--- src/rtl/vga_rx_if.sv ---
// Pixel-stream bundle between a VGA source and the vga_rx capture block.
// The source drives syncs and colour; the receiver returns decoded pixels.
interface vga_rx_if;
    logic        H_SYNC;
    logic        V_SYNC;
    logic [4:0]  V_R;
    logic [5:0]  V_G;
    logic [4:0]  V_B;
    logic        PIX_VALID;
    logic [9:0]  X;
    logic [9:0]  Y;
    logic [15:0] PIX;
    logic        FRAME_START;
    logic        LOCKED;
    logic        SYNC_ERR;

    modport master (
        output H_SYNC, V_SYNC, V_R, V_G, V_B,
        input  PIX_VALID, X, Y, PIX, FRAME_START, LOCKED, SYNC_ERR
    );

    modport slave (
        input  H_SYNC, V_SYNC, V_R, V_G, V_B,
        output PIX_VALID, X, Y, PIX, FRAME_START, LOCKED, SYNC_ERR
    );
endinterface

--- src/rtl/vga_rx.sv ---
// VGA pixel-stream receiver: locks onto sync timing and emits
// pixel coordinates with RGB565 data two cycles after sampling.
module vga_rx #(
    parameter int H_SYNC_W = 96,
    parameter int H_BP     = 48,
    parameter int H_ACT    = 640,
    parameter int H_TOTAL  = 800,
    parameter int V_SYNC_W = 2,
    parameter int V_BP     = 33,
    parameter int V_ACT    = 480,
    parameter int V_TOTAL  = 525
) (
    input  logic     CLK,
    input  logic     RST_N,
    vga_rx_if.slave  bus
);

    localparam logic [9:0] H_OFF  = 10'(H_SYNC_W + H_BP);
    localparam logic [9:0] H_END  = 10'(H_SYNC_W + H_BP + H_ACT);
    localparam logic [9:0] H_LAST = 10'(H_TOTAL - 1);
    localparam logic [9:0] H_SAT  = 10'(H_TOTAL);
    localparam logic [9:0] V_OFF  = 10'(V_SYNC_W + V_BP);
    localparam logic [9:0] V_END  = 10'(V_SYNC_W + V_BP + V_ACT);
    localparam logic [9:0] V_LAST = 10'(V_TOTAL - 1);
    localparam logic [9:0] V_SAT  = 10'(V_TOTAL);

    typedef enum logic [1:0] {
        S_SEARCH,
        S_ALIGN,
        S_LOCK
    } state_t;

    state_t      state_q;
    state_t      state_nxt;

    logic        hs_q;
    logic        hs_p;
    logic        vs_q;
    logic        vs_p;
    logic [15:0] rgb_q;

    logic [9:0]  h_cnt;
    logic [9:0]  v_cnt;
    logic        pend_q;

    logic        pv_q;
    logic [9:0]  x_q;
    logic [9:0]  y_q;
    logic [15:0] pix_q;
    logic        fs_q;
    logic        lock_q;
    logic        serr_q;

    logic        h_fall;
    logic        v_fall;
    logic        v_apply;
    logic        err;
    logic        err_rep;
    logic [9:0]  h_nxt;
    logic [9:0]  v_nxt;
    logic        pend_nxt;
    logic        act;
    logic [9:0]  x_nxt;
    logic [9:0]  y_nxt;

    // Stage 1: register raw inputs and keep the previous sync samples.
    always_ff @(posedge CLK) begin
        if (!RST_N) begin
            hs_q  <= 1'b0;
            hs_p  <= 1'b0;
            vs_q  <= 1'b0;
            vs_p  <= 1'b0;
            rgb_q <= '0;
        end else begin
            hs_p  <= hs_q;
            hs_q  <= bus.H_SYNC;
            vs_p  <= vs_q;
            vs_q  <= bus.V_SYNC;
            rgb_q <= {bus.V_R, bus.V_G, bus.V_B};
        end
    end

    assign h_fall  = hs_p & ~hs_q;
    assign v_fall  = vs_p & ~vs_q;
    assign v_apply = h_fall & (pend_q | v_fall);

    // Counters hold the position of the current stage-1 sample.
    always_comb begin
        h_nxt    = h_cnt;
        v_nxt    = v_cnt;
        pend_nxt = pend_q | v_fall;
        err      = 1'b0;
        if (h_fall) begin
            h_nxt = '0;
            err   = (h_cnt != H_LAST);
            if (v_apply) begin
                v_nxt    = '0;
                pend_nxt = 1'b0;
                err      = err | (v_cnt != V_LAST);
            end else if (v_cnt < V_SAT) begin
                v_nxt = v_cnt + 10'd1;
            end
        end else begin
            err = (h_cnt == H_LAST);
            if (h_cnt < H_SAT) begin
                h_nxt = h_cnt + 10'd1;
            end
        end
    end

    always_comb begin
        state_nxt = state_q;
        unique case (state_q)
            S_SEARCH: if (v_apply) state_nxt = S_ALIGN;
            S_ALIGN: begin
                if (err)          state_nxt = S_SEARCH;
                else if (v_apply) state_nxt = S_LOCK;
            end
            S_LOCK:   if (err) state_nxt = S_SEARCH;
            default:  state_nxt = S_SEARCH;
        endcase
    end

    assign err_rep = err & (state_q != S_SEARCH);

    assign act = (state_nxt == S_LOCK)
               & (h_nxt >= H_OFF) & (h_nxt < H_END)
               & (v_nxt >= V_OFF) & (v_nxt < V_END);

    assign x_nxt = act ? (h_nxt - H_OFF) : '0;
    assign y_nxt = act ? (v_nxt - V_OFF) : '0;

    always_ff @(posedge CLK) begin
        if (!RST_N) begin
            state_q <= S_SEARCH;
            h_cnt   <= '0;
            v_cnt   <= '0;
            pend_q  <= 1'b0;
            pv_q    <= 1'b0;
            x_q     <= '0;
            y_q     <= '0;
            pix_q   <= '0;
            fs_q    <= 1'b0;
            lock_q  <= 1'b0;
            serr_q  <= 1'b0;
        end else begin
            state_q <= state_nxt;
            h_cnt   <= h_nxt;
            v_cnt   <= v_nxt;
            pend_q  <= pend_nxt;
            pv_q    <= act;
            x_q     <= x_nxt;
            y_q     <= y_nxt;
            pix_q   <= act ? rgb_q : '0;
            fs_q    <= act & (x_nxt == '0) & (y_nxt == '0);
            lock_q  <= (state_nxt == S_LOCK);
            serr_q  <= err_rep;
        end
    end

    assign bus.PIX_VALID   = pv_q;
    assign bus.X           = x_q;
    assign bus.Y           = y_q;
    assign bus.PIX         = pix_q;
    assign bus.FRAME_START = fs_q;
    assign bus.LOCKED      = lock_q;
    assign bus.SYNC_ERR    = serr_q;

endmodule

--- src/flat_wrapper.sv ---
// flat-port wrapper written by rule: the top's interface ports become plain ports
module vga_rx_flat 
#(
    parameter int H_SYNC_W = 96,
    parameter int H_BP     = 48,
    parameter int H_ACT    = 640,
    parameter int H_TOTAL  = 800,
    parameter int V_SYNC_W = 2,
    parameter int V_BP     = 33,
    parameter int V_ACT    = 480,
    parameter int V_TOTAL  = 525
)
  (CLK, RST_N, bus_H_SYNC, bus_V_SYNC, bus_V_R, bus_V_G, bus_V_B, bus_PIX_VALID, bus_X, bus_Y, bus_PIX, bus_FRAME_START, bus_LOCKED, bus_SYNC_ERR);
  vga_rx_if bus_i ();
  input  logic CLK;
  input  logic RST_N;
  input wire logic [$bits(bus_i.H_SYNC)-1:0] bus_H_SYNC;
  input wire logic [$bits(bus_i.V_SYNC)-1:0] bus_V_SYNC;
  input wire logic [$bits(bus_i.V_R)-1:0] bus_V_R;
  input wire logic [$bits(bus_i.V_G)-1:0] bus_V_G;
  input wire logic [$bits(bus_i.V_B)-1:0] bus_V_B;
  output wire logic [$bits(bus_i.PIX_VALID)-1:0] bus_PIX_VALID;
  output wire logic [$bits(bus_i.X)-1:0] bus_X;
  output wire logic [$bits(bus_i.Y)-1:0] bus_Y;
  output wire logic [$bits(bus_i.PIX)-1:0] bus_PIX;
  output wire logic [$bits(bus_i.FRAME_START)-1:0] bus_FRAME_START;
  output wire logic [$bits(bus_i.LOCKED)-1:0] bus_LOCKED;
  output wire logic [$bits(bus_i.SYNC_ERR)-1:0] bus_SYNC_ERR;
  assign bus_i.H_SYNC = bus_H_SYNC;
  assign bus_i.V_SYNC = bus_V_SYNC;
  assign bus_i.V_R = bus_V_R;
  assign bus_i.V_G = bus_V_G;
  assign bus_i.V_B = bus_V_B;
  assign bus_PIX_VALID = bus_i.PIX_VALID;
  assign bus_X = bus_i.X;
  assign bus_Y = bus_i.Y;
  assign bus_PIX = bus_i.PIX;
  assign bus_FRAME_START = bus_i.FRAME_START;
  assign bus_LOCKED = bus_i.LOCKED;
  assign bus_SYNC_ERR = bus_i.SYNC_ERR;
  vga_rx #(.H_SYNC_W(H_SYNC_W), .H_BP(H_BP), .H_ACT(H_ACT), .H_TOTAL(H_TOTAL), .V_SYNC_W(V_SYNC_W), .V_BP(V_BP), .V_ACT(V_ACT), .V_TOTAL(V_TOTAL)) u_core (.CLK(CLK), .RST_N(RST_N), .bus(bus_i));
endmodule
--- config.mk ---
export PLATFORM = sky130hd
export DESIGN_NAME = vga_rx_flat
export DESIGN_NICKNAME = d
export VERILOG_FILES = /design/src/rtl/vga_rx_if.sv /design/src/rtl/vga_rx.sv /design/src/flat_wrapper.sv
export SDC_FILE = /design/constraint.sdc
export NUM_CORES = 1
export LEC_CHECK = 0
export CAP_MARGIN = 10
export CORE_ASPECT_RATIO = 2
export CORE_MARGIN = 10
export CORE_UTILIZATION = 40
export DETAILED_ROUTE_END_ITERATION = 8
export PLACE_DENSITY = 0.73
export REMOVE_ABC_BUFFERS = 1
export SLEW_MARGIN = 20
export SYNTH_ARGS = -nofsm -noshare
export SYNTH_HDL_FRONTEND = slang
export SYNTH_SLANG_ARGS = --single-unit
--- constraint.sdc ---
create_clock -name CLK -period 4.2 [get_ports CLK]
set_input_delay 0.63 -clock CLK [delete_from_list [all_inputs] [get_ports CLK]]
set_output_delay 0.63 -clock CLK [all_outputs]
set_load 0.05 [all_outputs]
==> impl_metrics.env <==
export IMPL_vias=3069
export IMPL_ys_warn_count=0
export IMPL_path_class="reg -> reg"
export IMPL_start_util=0.4068
export IMPL_nets=472
export IMPL_hold_buffers=0
export IMPL_rsz0062_at_grt="false"
export IMPL_met2WireLength_um=5121
export IMPL_antenna_found_initial=0
export IMPL_fmax_mhz=258.1
export IMPL_max_cap_violations=0
export IMPL_grt_max_degree=23
export IMPL_met1_length_um=3322
export IMPL_post_drt_wl_per_cell_um=17.42
export IMPL_diodes=0
export IMPL_hpwl_um=7250
export IMPL_max_slew_margin=0.5036
export IMPL_holdCritStartpoint="u_core.rgb_q[10]"
export IMPL_fin_skew_ns=0.009323
export IMPL_drc_errors=0
export IMPL_cts_repair_resized=0
export IMPL_ys_async_sr_fraction=0
export IMPL_multi_input_area_um2=1714
export IMPL_synth_edf_count=0
export IMPL_placementRows=48
export IMPL_ff2ff_setup_slack_ns=0.32
export IMPL_synthDistinctLibCells=62
export IMPL_required_ns=4.47
export IMPL_die_w_um=85.86
export IMPL_cts_sinks=83
export IMPL_cts_setup_buffers=0
export IMPL_syn_inst=381
export IMPL_hold_viol_final=0
export IMPL_grt_overflow=0
export IMPL_r2r_end="u_core.bus.FRAME_START"
export IMPL_worst_setup_path_end_kind="register"
export IMPL_setup_worst_path_start_class="register"
export IMPL_path_clk_slew_ns=0.06
export IMPL_grt_pass1_vias=3118
export IMPL_regArea_um2=1662
export IMPL_core_area_um2=8528
export IMPL_cts_tree="yes"
export IMPL_reg2reg_from="u_core.v_cnt[0]"
export IMPL_drt_total_wl_um=9583
export IMPL_synth_top_family_by_area="simple AND/OR/NAND/NOR gates"
export IMPL_synth_seq_area_share=0.4789
export IMPL_die_y_um=151.7
export IMPL_muxShareOfSynthArea=0.01767
export IMPL_final_common_cell="dfxtp_1"
export IMPL_drtAntennaViolNets=0
export IMPL_path_max_fanout=22
export IMPL_die_area_um2=13030
export IMPL_drv_slew=0
export IMPL_clk_latency_ns=0.34
export IMPL_n_fill_cell=791
export IMPL_finalCritPeriodShare=0.9226
export IMPL_firstDrtPassIters=4
export IMPL_min_period_ns=3.875
export IMPL_setup_viol=0
export IMPL_grt_util_all_layers=0.1481
export IMPL_pin_count=60
export IMPL_layout_drive_gt1_share=0.07556
export IMPL_critPathArrivalTime_ns=4.15
export IMPL_worstHoldEndpoint="u_core.bus.PIX[10]"
export IMPL_status="finished clean"
export IMPL_synth_simple_area_share=0.2892
export IMPL_rr_worst_depth=16
export IMPL_final_cell_mix="83 x dfxtp_1, 59 x clkdlybuf4s50_1, 52 x nor2_1"
export IMPL_drtIter0Drc=287
export IMPL_finalSetupTns_ns=0
export IMPL_synthAdderAreaFrac=0.02524
export IMPL_tightestPinTransition_ns=0.7411
export IMPL_routed_via_density=5.580
export IMPL_synth_area_um2=3470
export IMPL_gp_congestion=0.9278
export IMPL_io_buffers=59
export IMPL_hp_class="reg -> reg"
export IMPL_power_density_nw_per_um2=380.7
export IMPL_cts_buffer_depth=2
export IMPL_wl_met3_um=609
export IMPL_vdd_drop_max_v=0.0002010
export IMPL_p_leak_nw=1.779
export IMPL_cts_max_level=3
export IMPL_cts_root_buf="clkbuf_16"
export IMPL_synth_flop_cell="dfxtp_1"
export IMPL_area_delta_synth_final_pct=30.65
export IMPL_synth_compound_area_frac=0.1179
export IMPL_hold_path_depth=1
export IMPL_ys_ff_latch=83
export IMPL_topRoutingLayerUsed="met4"
export IMPL_cts_inserted_buffers=9
export IMPL_grt_pass1_wl_um=15280
export IMPL_syn_avg_cell_area_um2=9.107
export IMPL_synthXorXnorAreaFrac=0.04039
export IMPL_power_w=0.001726
[stage by stage]
step | cell area [µm²] | cells | utilization | setup WS (ns) | hold slack (ns)
6_report | 4533 | 550 | 0.5315 | 0.3250 | 0.4263
3_3_place_gp | 4188 | 534 | 0.4911 | 0.3454 | 0.4078
4_1_cts | 4516 | 550 | 0.5295 | 0.1498 | 0.4280
3_5_place_dp | 4188 | 534 | 0.4911 | 0.2280 | 0.4105
2_1_floorplan | 3405 | 366 | - | 0.2800 | 0.4057
5_1_grt | 4533 | 550 | 0.5315 | 0.01751 | 0.4344
[synth_stat cells, types with 3 or more instances]
library cell	n	share of area
and2_1	47	0.085
ha_1	7	0.025
clkbuf_1	12	0.013
nor4_1	8	0.014
nand3_1	6	0.0087
nor3_1	13	0.019
xor2_1	4	0.010
or3_1	3	0.0054
o21ai_0	8	0.012
mux2i_1	5	0.014
nand4_1	10	0.018
or2_2	3	0.0054
inv_1	10	0.011
xnor2_1	12	0.030
nor2_1	52	0.056
dfxtp_1	83	0.48
nand2_1	27	0.029
o31ai_1	4	0.0087
a31oi_1	4	0.0072
a21oi_1	6	0.0087
[state kept, by name (all words and copies together), names as in the netlist, 2 cells and up]
register / count
u_core.bus.PIX: 16
u_core.bus.X: 10
u_core.bus.Y: 10
u_core.h_cnt: 10
u_core.rgb_q: 16
u_core.state_q: 2
u_core.v_cnt: 10
[cells by family after synthesis]
group	Yosys count
and+or+nand+nor	189
DFF	83
AOI/OAI and AO/OA	54
buffers and inverters	26
xor gates and xnor gates	16
adders and majority gates	7
muxes	6
[worst max-delay path by stage]
stage / cells after the start / from / slack [ns] / endpoint
2_1_floorplan: 14 / u_core.v_cnt[6] / 0.28 / u_core.bus.FRAME_START
3_3_place_gp: 14 / u_core.v_cnt[6] / 0.35 / u_core.bus.FRAME_START
3_5_place_dp: 14 / u_core.v_cnt[6] / 0.23 / u_core.bus.FRAME_START
4_1_cts: 14 / u_core.v_cnt[6] / 0.15 / u_core.bus.FRAME_START
5_1_grt: 16 / u_core.v_cnt[0] / 0.02 / u_core.bus.X[6]
6_report: 16 / u_core.v_cnt[0] / 0.32 / u_core.bus.FRAME_START
[report_power, final]
part / internal (W) / switching (W)
sequential: 0.000801 / 0.00000764
combinational: 0.0000339 / 0.0000309
clock: 0.000540 / 0.000313
[metal layers]
layer  vias up  track usage
met5         -            0
met4         0       0.1068
met3        41      0.04069
met2       136       0.2745
met1      1427       0.1323
li1       1465            -
[layout make-up]
class,instances,area share
sequential,83,0.3665
inverter,11,0.01021
clock buffer,11,0.05355
timing repair buffer,68,0.1452
tap,100,0.02760
multi-input combinational,272,0.3781
clock inverter,5,0.01877
[worst max-delay path, stage by stage, from the launching register on]
cell,delay (ns)
dfxtp_1,0.39
inv_1,0.13
ha_1,0.22
and4b_1,0.27
nor2_1,0.07
nand2_1,0.21
mux2i_1,0.26
nor2_1,0.07
ha_1,0.29
nor4_1,0.25
nand4_1,0.14
o211ai_2,0.13
nand2_1,0.07
or4b_1,0.47
a2111o_1,0.47
clkinv_4,0.16
o2111a_1,0.20
No activity file was read; power rests on OpenSTA's default activity.
